===== config.mk =====
export PLATFORM = sky130hd
export DESIGN_NAME = serial_adder_flat
export DESIGN_NICKNAME = d
export VERILOG_FILES = /design/src/rtl/serial_adder_if.sv /design/src/rtl/serial_adder.sv /design/src/flat_wrapper.sv
export SDC_FILE = /design/constraint.sdc
export NUM_CORES = 1
export LEC_CHECK = 0
export CAP_MARGIN = 10
export CORE_UTILIZATION = 46
export DETAILED_ROUTE_END_ITERATION = 12
export HOLD_SLACK_MARGIN = 0.15
export PLACE_DENSITY = 0.74
export RECOVER_POWER = 50
export SYNTH_ARGS = -nofsm -noshare
export SYNTH_HDL_FRONTEND = slang
export SYNTH_SLANG_ARGS = --single-unit

===== constraint.sdc =====
create_clock -name clk -period 1.3 [get_ports clk]
set_input_delay 0.26 -clock clk [delete_from_list [all_inputs] [get_ports clk]]
set_output_delay 0.26 -clock clk [all_outputs]
set_load 0.005 [all_outputs]

===== src/rtl/serial_adder_if.sv =====
// Operand/result bundle for serial_adder; the sub signal exists only when
// SERIAL_ADDER_SUB_EN is defined.
interface serial_adder_if #(parameter int WIDTH = 8);
    // Handshake: a request is accepted on a rising edge where start=1 and busy=0.
    // a/b/sub are captured on that edge only. busy stays high until the edge after
    // the one-cycle done pulse. start while busy=1 is dropped, never queued.
    logic             start;
    logic [WIDTH-1:0] a;
    logic [WIDTH-1:0] b;
`ifdef SERIAL_ADDER_SUB_EN
    logic             sub;
`endif
    logic             busy;
    logic             done;
    logic [WIDTH-1:0] sum;
    logic             carry;

`ifdef SERIAL_ADDER_SUB_EN
    modport master (output start, a, b, sub, input busy, done, sum, carry);
    modport slave  (input start, a, b, sub, output busy, done, sum, carry);
`else
    modport master (output start, a, b, input busy, done, sum, carry);
    modport slave  (input start, a, b, output busy, done, sum, carry);
`endif
endinterface


===== src/rtl/serial_adder.sv =====
// Bit-serial LSB-first adder: one full-add cell (two half adders + carry flop) per clock.
// Define SERIAL_ADDER_SUB_EN to add the sub input (a - b via inverted b and carry-in 1).
module serial_adder #(
    parameter int WIDTH = 8
) (
    input  logic               clk,
    input  logic               rst,
    serial_adder_if.slave      bus,
    output logic [1:0]         state_dbg
);
    localparam int CW = (WIDTH > 1) ? $clog2(WIDTH) : 1;

    typedef enum logic [1:0] {
        IDLE = 2'd0,
        RUN  = 2'd1,
        DONE = 2'd2
    } state_t;

    state_t           state, state_nx;
    logic [WIDTH-1:0] a_sh, b_sh, r_sh, r_nx;
    logic [WIDTH-1:0] b_load;
    logic             c, c_init;
    logic [CW-1:0]    cnt;
    logic             last;
    logic             ha1_s, ha1_c, ha2_s, ha2_c, c_nx;
    logic             busy_q, done_q, carry_q;
    logic [WIDTH-1:0] sum_q;

`ifdef SERIAL_ADDER_SUB_EN
    assign b_load = bus.sub ? ~bus.b : bus.b;
    assign c_init = bus.sub;
`else
    assign b_load = bus.b;
    assign c_init = 1'b0;
`endif

    // Full-add cell: first half adder on the operand bits, second adds the carry.
    always_comb begin
        ha1_s = a_sh[0] ^ b_sh[0];
        ha1_c = a_sh[0] & b_sh[0];
        ha2_s = ha1_s ^ c;
        ha2_c = ha1_s & c;
        c_nx  = ha1_c | ha2_c;
        r_nx  = (r_sh >> 1) | (WIDTH'(ha2_s) << (WIDTH - 1));
    end

    assign last = (cnt == CW'(WIDTH - 1));

    always_ff @(posedge clk or posedge rst) begin
        if (rst) state <= IDLE;
        else     state <= state_nx;
    end

    always_comb begin
        state_nx = state;
        case (state)
            IDLE:    if (bus.start) state_nx = RUN;
            RUN:     if (last) state_nx = DONE;
            DONE:    state_nx = IDLE;
            default: state_nx = IDLE;
        endcase
    end

    always_ff @(posedge clk or posedge rst) begin
        if (rst) begin
            a_sh    <= '0;
            b_sh    <= '0;
            r_sh    <= '0;
            c       <= 1'b0;
            cnt     <= '0;
            busy_q  <= 1'b0;
            done_q  <= 1'b0;
            sum_q   <= '0;
            carry_q <= 1'b0;
        end else begin
            busy_q <= (state_nx != IDLE);
            done_q <= (state_nx == DONE);
            case (state)
                IDLE: begin
                    if (bus.start) begin
                        a_sh <= bus.a;
                        b_sh <= b_load;
                        c    <= c_init;
                        cnt  <= '0;
                    end
                end
                RUN: begin
                    a_sh <= a_sh >> 1;
                    b_sh <= b_sh >> 1;
                    r_sh <= r_nx;
                    c    <= c_nx;
                    cnt  <= cnt + CW'(1);
                    // Final bit goes straight into sum so it is valid with done.
                    if (last) begin
                        sum_q   <= r_nx;
                        carry_q <= c_nx;
                    end
                end
                default: ;
            endcase
        end
    end

    assign bus.busy  = busy_q;
    assign bus.done  = done_q;
    assign bus.sum   = sum_q;
    assign bus.carry = carry_q;
    assign state_dbg = state;
endmodule

===== src/flat_wrapper.sv =====
// flat-port wrapper written by rule: the top's interface ports become plain ports
module serial_adder_flat 
#(
    parameter int WIDTH = 8
)
  (clk, rst, state_dbg, bus_start, bus_a, bus_b, bus_busy, bus_done, bus_sum, bus_carry);
  serial_adder_if #(.WIDTH(WIDTH)) bus_i ();
  input  logic clk;
  input  logic rst;
  output logic [1:0] state_dbg;
  input wire logic [$bits(bus_i.start)-1:0] bus_start;
  input wire logic [$bits(bus_i.a)-1:0] bus_a;
  input wire logic [$bits(bus_i.b)-1:0] bus_b;
  output wire logic [$bits(bus_i.busy)-1:0] bus_busy;
  output wire logic [$bits(bus_i.done)-1:0] bus_done;
  output wire logic [$bits(bus_i.sum)-1:0] bus_sum;
  output wire logic [$bits(bus_i.carry)-1:0] bus_carry;
  assign bus_i.start = bus_start;
  assign bus_i.a = bus_a;
  assign bus_i.b = bus_b;
  assign bus_busy = bus_i.busy;
  assign bus_done = bus_i.done;
  assign bus_sum = bus_i.sum;
  assign bus_carry = bus_i.carry;
  serial_adder #(.WIDTH(WIDTH)) u_core (.clk(clk), .rst(rst), .bus(bus_i), .state_dbg(state_dbg));
endmodule

After elaboration in Yosys (flattened, before gate mapping)
Index checks and enable logic that the tools add are counted.
Widths: inputs -> output; s select.
{"block": "word_totals", "ff_bits": 41}
{"block": "op_classes", "bitwise_logic": 6, "n_addsub": 1, "muxes": 11, "eq_ne": 4, "n_reduce_logical": 5}
{"op": "$pmux 8 s2", "n": 2}
{"op": "$mux 8", "n": 2}
{"op": "$or 7x8->8", "n": 1}
{"op": "$pmux 3 s2", "n": 1}
{"op": "$mux 2", "n": 2}
{"op": "$pmux 2 s2", "n": 1}
{"op": "$reduce_and 2->1", "n": 2}
{"op": "$reduce_bool 2->1", "n": 2}
{"op": "$add 3x1->3 const B", "n": 1}
{"op": "$eq 3x3->1 const B", "n": 1}
{"op": "$mux 3", "n": 1}
{"op": "$and 1x1->1", "n": 2}
{"op": "$eq 2x1->1 const B", "n": 1}
{"op": "$eq 2x2->1 const B", "n": 1}
{"op": "$logic_not 2->1", "n": 1}
{"op": "$ne 2x2->1 const B", "n": 1}
{"op": "$pmux 1 s2", "n": 1}
{"op": "$xor 1x1->1", "n": 2}
{"op": "$mux 1", "n": 1}
{"op": "$or 1x1->1", "n": 1}

Longest topological paths before layout
Gate-level depths: netlist of the first run.
{"block": "depth", "word_depth": 4, "depth_mapped": 5, "ltp_nobuf": 5}

Least setup slack after synthesis of the first run
OpenSTA, ideal clock, no wires.
{"block": "synth_timing", "path_kind": "flip-flop to flip-flop", "from": "register u_core.cnt[0]", "to": "register u_core.carry_q, in the netlist u_core.bus.carry", "path_stages_with_launch": 6, "t_arrival_ns": 1.261, "t_required_ns": 1.175, "slack_ns": -0.086, "period_less_slack_ns": 1.386, "cell_sequence": "dfrtp_1 -> ha_1 -> ha_1 -> nand2_8 -> inv_4 -> mux2_4"}
{"block": "synth_via", "elab_chain_len": 2}
{"item": "start, declared", "line_no": "serial_adder.sv:23", "text": "logic [CW-1:0] cnt;"}
{"item": "start signal, assigned", "line_no": "serial_adder.sv:92", "text": "cnt <= cnt + CW'(1);"}
{"item": "$eq 3x3->1", "line_no": "serial_adder.sv:47", "text": "assign last = (cnt == CW'(WIDTH - 1));"}
{"item": "$reduce_and 2->1 (no source line)"}
{"item": "end signal, assigned", "line_no": "serial_adder.sv:96", "text": "carry_q <= c_nx;"}
{"item": "end, declared", "line_no": "serial_adder.sv:26", "text": "logic busy_q, done_q, carry_q;"}
No other way between the ends.
A chain may end at the register's enable or synchronous reset.

Worst setup path after layout of the first run
{"block": "layout_timing", "from": "register u_core.cnt[1]", "to": "register u_core.carry_q, in the netlist u_core.bus.carry"}
Same word-level chain as after synthesis.

==> results of run 1 <==
[cell type report]
| class | count | area [µm²] |
|---|---|---|
| Inverter | 11 | 48.8 |
| Timing Repair Buffer | 62 | 543 |
| Tap cell | 48 | 60.1 |
| Multi-Input combinational cell | 87 | 736 |
| Clock inverter | 2 | 35.0 |
| Clock buffer | 6 | 72.6 |
| Fill cell | 297 | 1160 |
| Sequential cell | 40 | 1000 |
[state kept, by name, indices dropped and copies added (netlist names)]
register / cells
u_core.a_sh: 8
u_core.r_sh: 7
u_core.c: 1
u_core.cnt: 3
u_core.bus.carry: 1
u_core.bus.busy: 1
u_core.bus.sum: 8
u_core.bus.done: 1
u_core.b_sh: 8
u_core.state_dbg: 2
[synth_stat cells (3+ instances only)]
master	count	share of area [%]
a21oi_1	3	0.85
buf_2	5	1.4
nand2_1	26	5.5
o32ai_1	3	1.5
a211oi_2	3	2.1
inv_1	9	1.9
nor3_1	6	1.7
a2bb2oi_1	7	3.5
o22a_1	7	3.5
nor3b_1	4	1.7
a22o_1	3	1.5
dfrtp_1	40	57
mux2_4	9	7.6
[layout by cell type (no fill, tap or decap), drive strengths merged, types with 6 or more instances in the layout]
| cell type | instances |
|---|---|
| dfrtp | 40 |
| buf | 33 |
| clkdlybuf4s50 | 17 |
| nand2 | 27 |
| o22a | 7 |
| mux2 | 9 |
| a2bb2oi | 7 |
| clkbuf | 6 |
| dlygate4sd2 | 11 |
| inv | 11 |
| nor3 | 6 |
[per-layer routing]
layer  track usage [%]  vias to the layer above  part of all wire, %
met3              5.54                        5                  4.8
met1              23.2                      651                   43
met4              7.39                        0                  1.2
met2              34.7                       41                   51
li1                  -                      631                    -
met5                 0                        -                    0
[cell families after synthesis]
family / Yosys count / share of synthesized area (%)
AND/OR/NAND/NOR: 43 / 12.7
adder cells (fa/ha/maj): 3 / 2.55
buffers and inverters: 19 / 5.38
AO/OA/AOI/OAI: 31 / 15.0
flip-flops: 40 / 56.7
multiplexers: 9 / 7.65
[power groups by stage]
stage	combinational, mW	sequential (mW)	clock [mW]
after global placement	2.17	2.14	0
after floorplan	1.50	2.11	0
final	2.63	2.12	1.01
after CTS	2.44	2.11	1.02
after detailed placement	2.26	2.17	0
after global routing	2.89	2.19	1.08
[path summary, 6_finish.rpt]
| path | end | slack, ns | depth (start not counted) | startpoint |
|---|---|---|---|---|
| min in group asynchronous | u_core.bus.busy | 0.53 | 3 | rst |
| setup / recovery | u_core.bus.carry | -0.05 | 5 | u_core.cnt[1] |
| setup reg to reg | u_core.bus.carry | -0.05 | 5 | u_core.cnt[1] |
| hold / removal | u_core.r_sh[1] | 0.49 | 2 | u_core.r_sh[1] |
| max in group asynchronous | u_core.state_dbg[1] | 0.18 | 3 | rst |
| hold reg to reg | u_core.r_sh[1] | 0.49 | 2 | u_core.r_sh[1] |
[repair_timing]
item	CTS	global route
gates resized for setup	17	15
gates cloned	0	1
setup buffers	14	5
setup endpoints to repair	23	35
pin swaps	1	1
[worst min-delay path, stage by stage (launching register included)]
cell     delay (ns)
dfrtp_1        0.35
nand2_1        0.05
nand2_1        0.06
==> run metrics, run 1 <==
Port-buffer cells=31; Routed wire per std cell=approximately 15 µm; Slew @ Worst Pin=around 0.86 ns; Max Cap Violations=0; post-route setup slack=-0.0530 ns; Yosys warnings=0; hold buffer count at cts=0; CTS clk-pin slew, worst paths=0.08 ns; initial antenna violation count=0; CTS tree=yes; Final Hold Viols=0; global-route wire length before repair=6140 µm; class of the worst hold path=reg2reg; kind of end point of the critical path=flip-flop; DR iter-0 viols=86; Root Driver=clkbuf_8; Post-synth EDFFs=0; dpl ws=-0.154 ns; Core Region=0.00366 mm²; cells along the critical path=ha_2 > ha_4 > nand2_8 > inv_8 > mux2_4; layout net count=229; RSZ-0062 raised after global routing=true; Post-Place Cells=228; CTS max path bufs=2; largest net degree at the start of global routing=41; average size of a mapped cell=12.2 µm²; routed vias=around 1300; share of cells above drive strength 1=32.2%; CP bufs+invs=1; CP Launch Type=flip-flop; synthesis-to-layout area growth=41.4%; DRC violations left=0; Pint=just under 4 mW; Antenna diodes=0; Tot GR Track Use=between 10% and 20%; Pleak=1.24 nW; fin cells=between 200 and 300; vias in the first global route=approximately 1400; worst hold slack=around 0.49 ns; fraction of registers with async set/reset=100%; H-tree levels=2; Die Ht=64.0 µm; clock sinks=40; io pins=32; power share of the clock group=17.5%; WL final=3730 µm; post-route cell area=0.00250 mm²; Mapped Cells=145; Sw Ratio=32.2%; dominant register cell in the synthesized netlist=dfrtp_1; Routed Antenna Nets=0; cell family with most CP delay=flip-flops; std cell rows=22; via/cell ratio=between 5 and 6; count of final setup violators=10; Final Util=68.2%; logic gate share of total power=45.7%; Final period util=104%; Clock Skew=0.00529 ns; max-slew violations=0; Final min period=1.35 ns; Syn Nets=around 170; status=complete, but fails checks; part of the power in registers=36.9%; synth unique cells=29; Placed Area=0.00220 mm²; Mapped Area=0.00177 mm²; worst vdd ir=between 1000 and 1500 µV; Synth Register Bits=40; RePlAce Congestion=0.828; failing checks=setup timing; Pwr Total=5.77 mW; Initial Utilization=48.3%; Switching Power=1.86 mW; Worst Path Arrival=1.53 ns; CP Max Fanout=8; Worst path max stage delay=~0.40 ns; Die W=64.0 µm; relative max-transition margin=42.7%; CP required=1.48 ns; sequential-to-total area share from yosys stat=56.7%; highest-delay cell along the critical path=dfrtp_1; fmax=0.739 GHz; Initial DRT Pass Iterations=4; total gr overflow=0; Detailed Place HPWL=~2300 µm; number of CTS-inserted buffers=5; PwrDens=2310 mW/mm²; die footprint=0.00409 mm²; Worst-Skew Late Latency=a little under 0.3 ns; WS Path Type=reg2reg; TNS Setup=-0.263 ns
Note: power is estimated with default switching activity, not from simulation.
==> inputs of run 2 (changes only) <==
--- a/config.mk
+++ b/config.mk
@@ -9,8 +9,9 @@
 export CORE_UTILIZATION = 46
 export DETAILED_ROUTE_END_ITERATION = 12
 export HOLD_SLACK_MARGIN = 0.15
-export PLACE_DENSITY = 0.74
+export PLACE_DENSITY = 0.7
 export RECOVER_POWER = 50
+export SKIP_CTS_REPAIR_TIMING = 1
 export SYNTH_ARGS = -nofsm -noshare
 export SYNTH_HDL_FRONTEND = slang
 export SYNTH_SLANG_ARGS = --single-unit
==> run 2 against run 1 <==
  * The flow still finishes with violations (setup timing)
  * Die area stayed put
  * Critical path depth stayed put
  * Critical path type unchanged
  * Fmax is 0.98% higher
==> run metrics, run 2 (synthesis results as in run 1) <==
status=complete, but fails checks (unchanged); failing checks=setup timing (unchanged); CP required=1.47 ns (was 1.48 ns); Tot GR Track Use=20.5% (was 19.9%); Worst path max stage delay=0.40 ns (about the same); Die Ht=64.0 µm (unchanged); H-tree levels=2 (unchanged); Initial Utilization=48.3% (unchanged); Detailed Place HPWL=2380 µm (was 2330 µm); routed vias=1340 (was 1328); Final Hold Viols=0 (unchanged); WS Path Type=reg2reg (unchanged); CTS tree=yes (unchanged); largest net degree at the start of global routing=41 (unchanged); class of the worst hold path=reg2reg (unchanged); dpl ws=-0.212 ns (was -0.154 ns); post-route setup slack=-0.0399 ns (was -0.0530 ns); RePlAce Congestion=0.843 (was 0.828); relative max-transition margin=64.0% (was 42.7%); synthesis-to-layout area growth=44.1% (was 41.4%); Final Util=69.5% (was 68.2%); PwrDens=2280 mW/mm² (was 2310 mW/mm²); Hold Path Stages=2 (unchanged); Worst Path Arrival=1.51 ns (was 1.53 ns); Routed Antenna Nets=0 (unchanged); io pins=32 (unchanged); cells along the critical path=ha_2 > ha_4 > nand2_8 > inv_8 > mux2_4 (unchanged); Die W=64.0 µm (unchanged); CTS clk-pin slew, worst paths=0.07 ns (was 0.08 ns); CP Max Fanout=8 (unchanged); Core Region=0.00366 mm² (unchanged); global-route wire length before repair=6170 µm (was 6140 µm); CP Launch Type=flip-flop (unchanged); register-to-register setup slack=-0.04 ns (was -0.05 ns); number of CTS-inserted buffers=5 (unchanged); Clock Skew=0.00965 ns (was 0.00529 ns); most frequent cells in the layout=dfrtp_1, nand2_1, buf_4 (was dfrtp_1, buf_4, nand2_1); std cell rows=22 (unchanged); Pleak=1.34 nW (was 1.24 nW); Routed wire per std cell=15.4 µm (was 14.6 µm); RSZ-0062 raised after global routing=true (unchanged); WL met3=141 µm (was 178 µm); Metal-1 WL=1650 µm (was 1620 µm); clock sinks=40 (unchanged); Max Cap Violations=0 (unchanged); reg-to-reg startpoint=u_core.cnt[1] (unchanged); TNS Setup=-0.156 ns (was -0.263 ns); CTS max path bufs=2 (unchanged); Pwr Total=5.81 mW (was 5.77 mW); Slew @ Worst Pin=0.540 ns (was 0.859 ns); FF-to-FF path depth=5 (unchanged); share of cells above drive strength 1=33.2% (was 32.2%); Initial DRT Pass Iterations=4 (unchanged); Max Used Layer=met4 (unchanged); highest-delay cell along the critical path=dfrtp_1 (unchanged); Final min period=1.34 ns (was 1.35 ns); Port-buffer cells=31 (unchanged); DRC violations left=0 (unchanged); layout net count=227 (was 229); Root Driver=clkbuf_8 (unchanged); DR WL met2=2050 µm (was 1890 µm); filler instances=276 (was 297); WL final=3900 µm (was 3730 µm); Final period util=103% (was 104%); fmax=0.746 GHz (was 0.739 GHz); DR iter-0 viols=74 (was 86); Antenna diodes=0 (unchanged); initial antenna violation count=0 (unchanged); worst vdd ir=1090 µV (was 1040 µV); die footprint=0.00409 mm² (unchanged); kind of end point of the critical path=flip-flop (unchanged); max-slew violations=0 (unchanged); Worst-Skew Late Latency=0.29 ns (about the same); total gr overflow=0 (unchanged); Hold Path End=u_core.r_sh[1] (unchanged); worst hold start=u_core.r_sh[1] (unchanged); via/cell ratio=5.30 (was 5.19); vias in the first global route=1267 (was 1363); commonest non-fill, non-tap cell in the layout=dfrtp_1 (unchanged); RR Endpoint=u_core.bus.sum[6] (was u_core.bus.carry); count of final setup violators=8 (was 10)
[run 2: changes by cell type in the layout (fill, tap and decap cells not counted), moves of 2 or more]
cell	previous run	this run
clkbuf_8	5	7
buf_4	28	26
a2bb2oi_1	7	3
dlymetal6s2s_1	1	13
dlygate4sd2_1	11	0
a2bb2oi_2	0	4
[run 2: layer usage]
layer | vias up | global-route usage, %
met1 | 677 | 24.9
met5 | - | 0
li1 | 625 | -
met2 | 33 | 34.0
met4 | 0 | 8.52
met3 | 5 | 5.89
[run 2: power breakdown]
group	internal [mW]	switching, mW	total [mW]	leakage (nW)
logic	1.62	1.16	2.78	0.803
clock network	0.473	0.412	0.885	0.0503
registers	1.82	0.331	2.15	0.485
total	3.91	1.90	5.81	1.34
[run 2: cell type report]
class / count / area [µm²] / area share, %
multi-input combinational: 87 / 771 / 30.3
clock buffer: 7 / 96.3 / 3.78
inverter: 11 / 48.8 / 1.92
sequential: 40 / 1000 / 39.4
tap: 48 / 60.1 / 2.36
timing repair buffer: 60 / 568 / 22.3
[run 2: worst max-delay path: cells and delay by family, from the launching register on]
| kind | cells | cell delay (ns) |
|---|---|---|
| multiplexers | 1 | 0.29 |
| buffers and inverters | 1 | 0.05 |
| AND/OR/NAND/NOR | 1 | 0.12 |
| flip-flops | 1 | 0.40 |
| adder cells (fa/ha/maj) | 2 | 0.37 |
[run 2: per-stage QoR]
stage / hold WS, ns / std cells / instance area, µm²
3_3_place_gp: 0.465 / 228 / 2200
2_1_floorplan: 0.414 / 145 / 1780
4_1_cts: 0.354 / 235 / 2300
6_report: 0.484 / 253 / 2550
5_1_grt: 0.511 / 253 / 2550
3_5_place_dp: 0.468 / 228 / 2200
[run 2: how the worst max path moves through the flow]
stage	startpoint	to	slack (ns)	cells after the start
6_report	u_core.cnt[1]	u_core.bus.sum[6]	-0.04	5
5_1_grt	u_core.state_dbg[1]	u_core.bus.sum[6]	-0.08	5
4_1_cts	u_core.state_dbg[1]	state_dbg[1]	-0.27	1
3_5_place_dp	bus_start	u_core.a_sh[0]	-0.21	5
3_3_place_gp	bus_start	u_core.a_sh[0]	-0.17	5
2_1_floorplan	u_core.cnt[0]	u_core.bus.carry	0.01	5
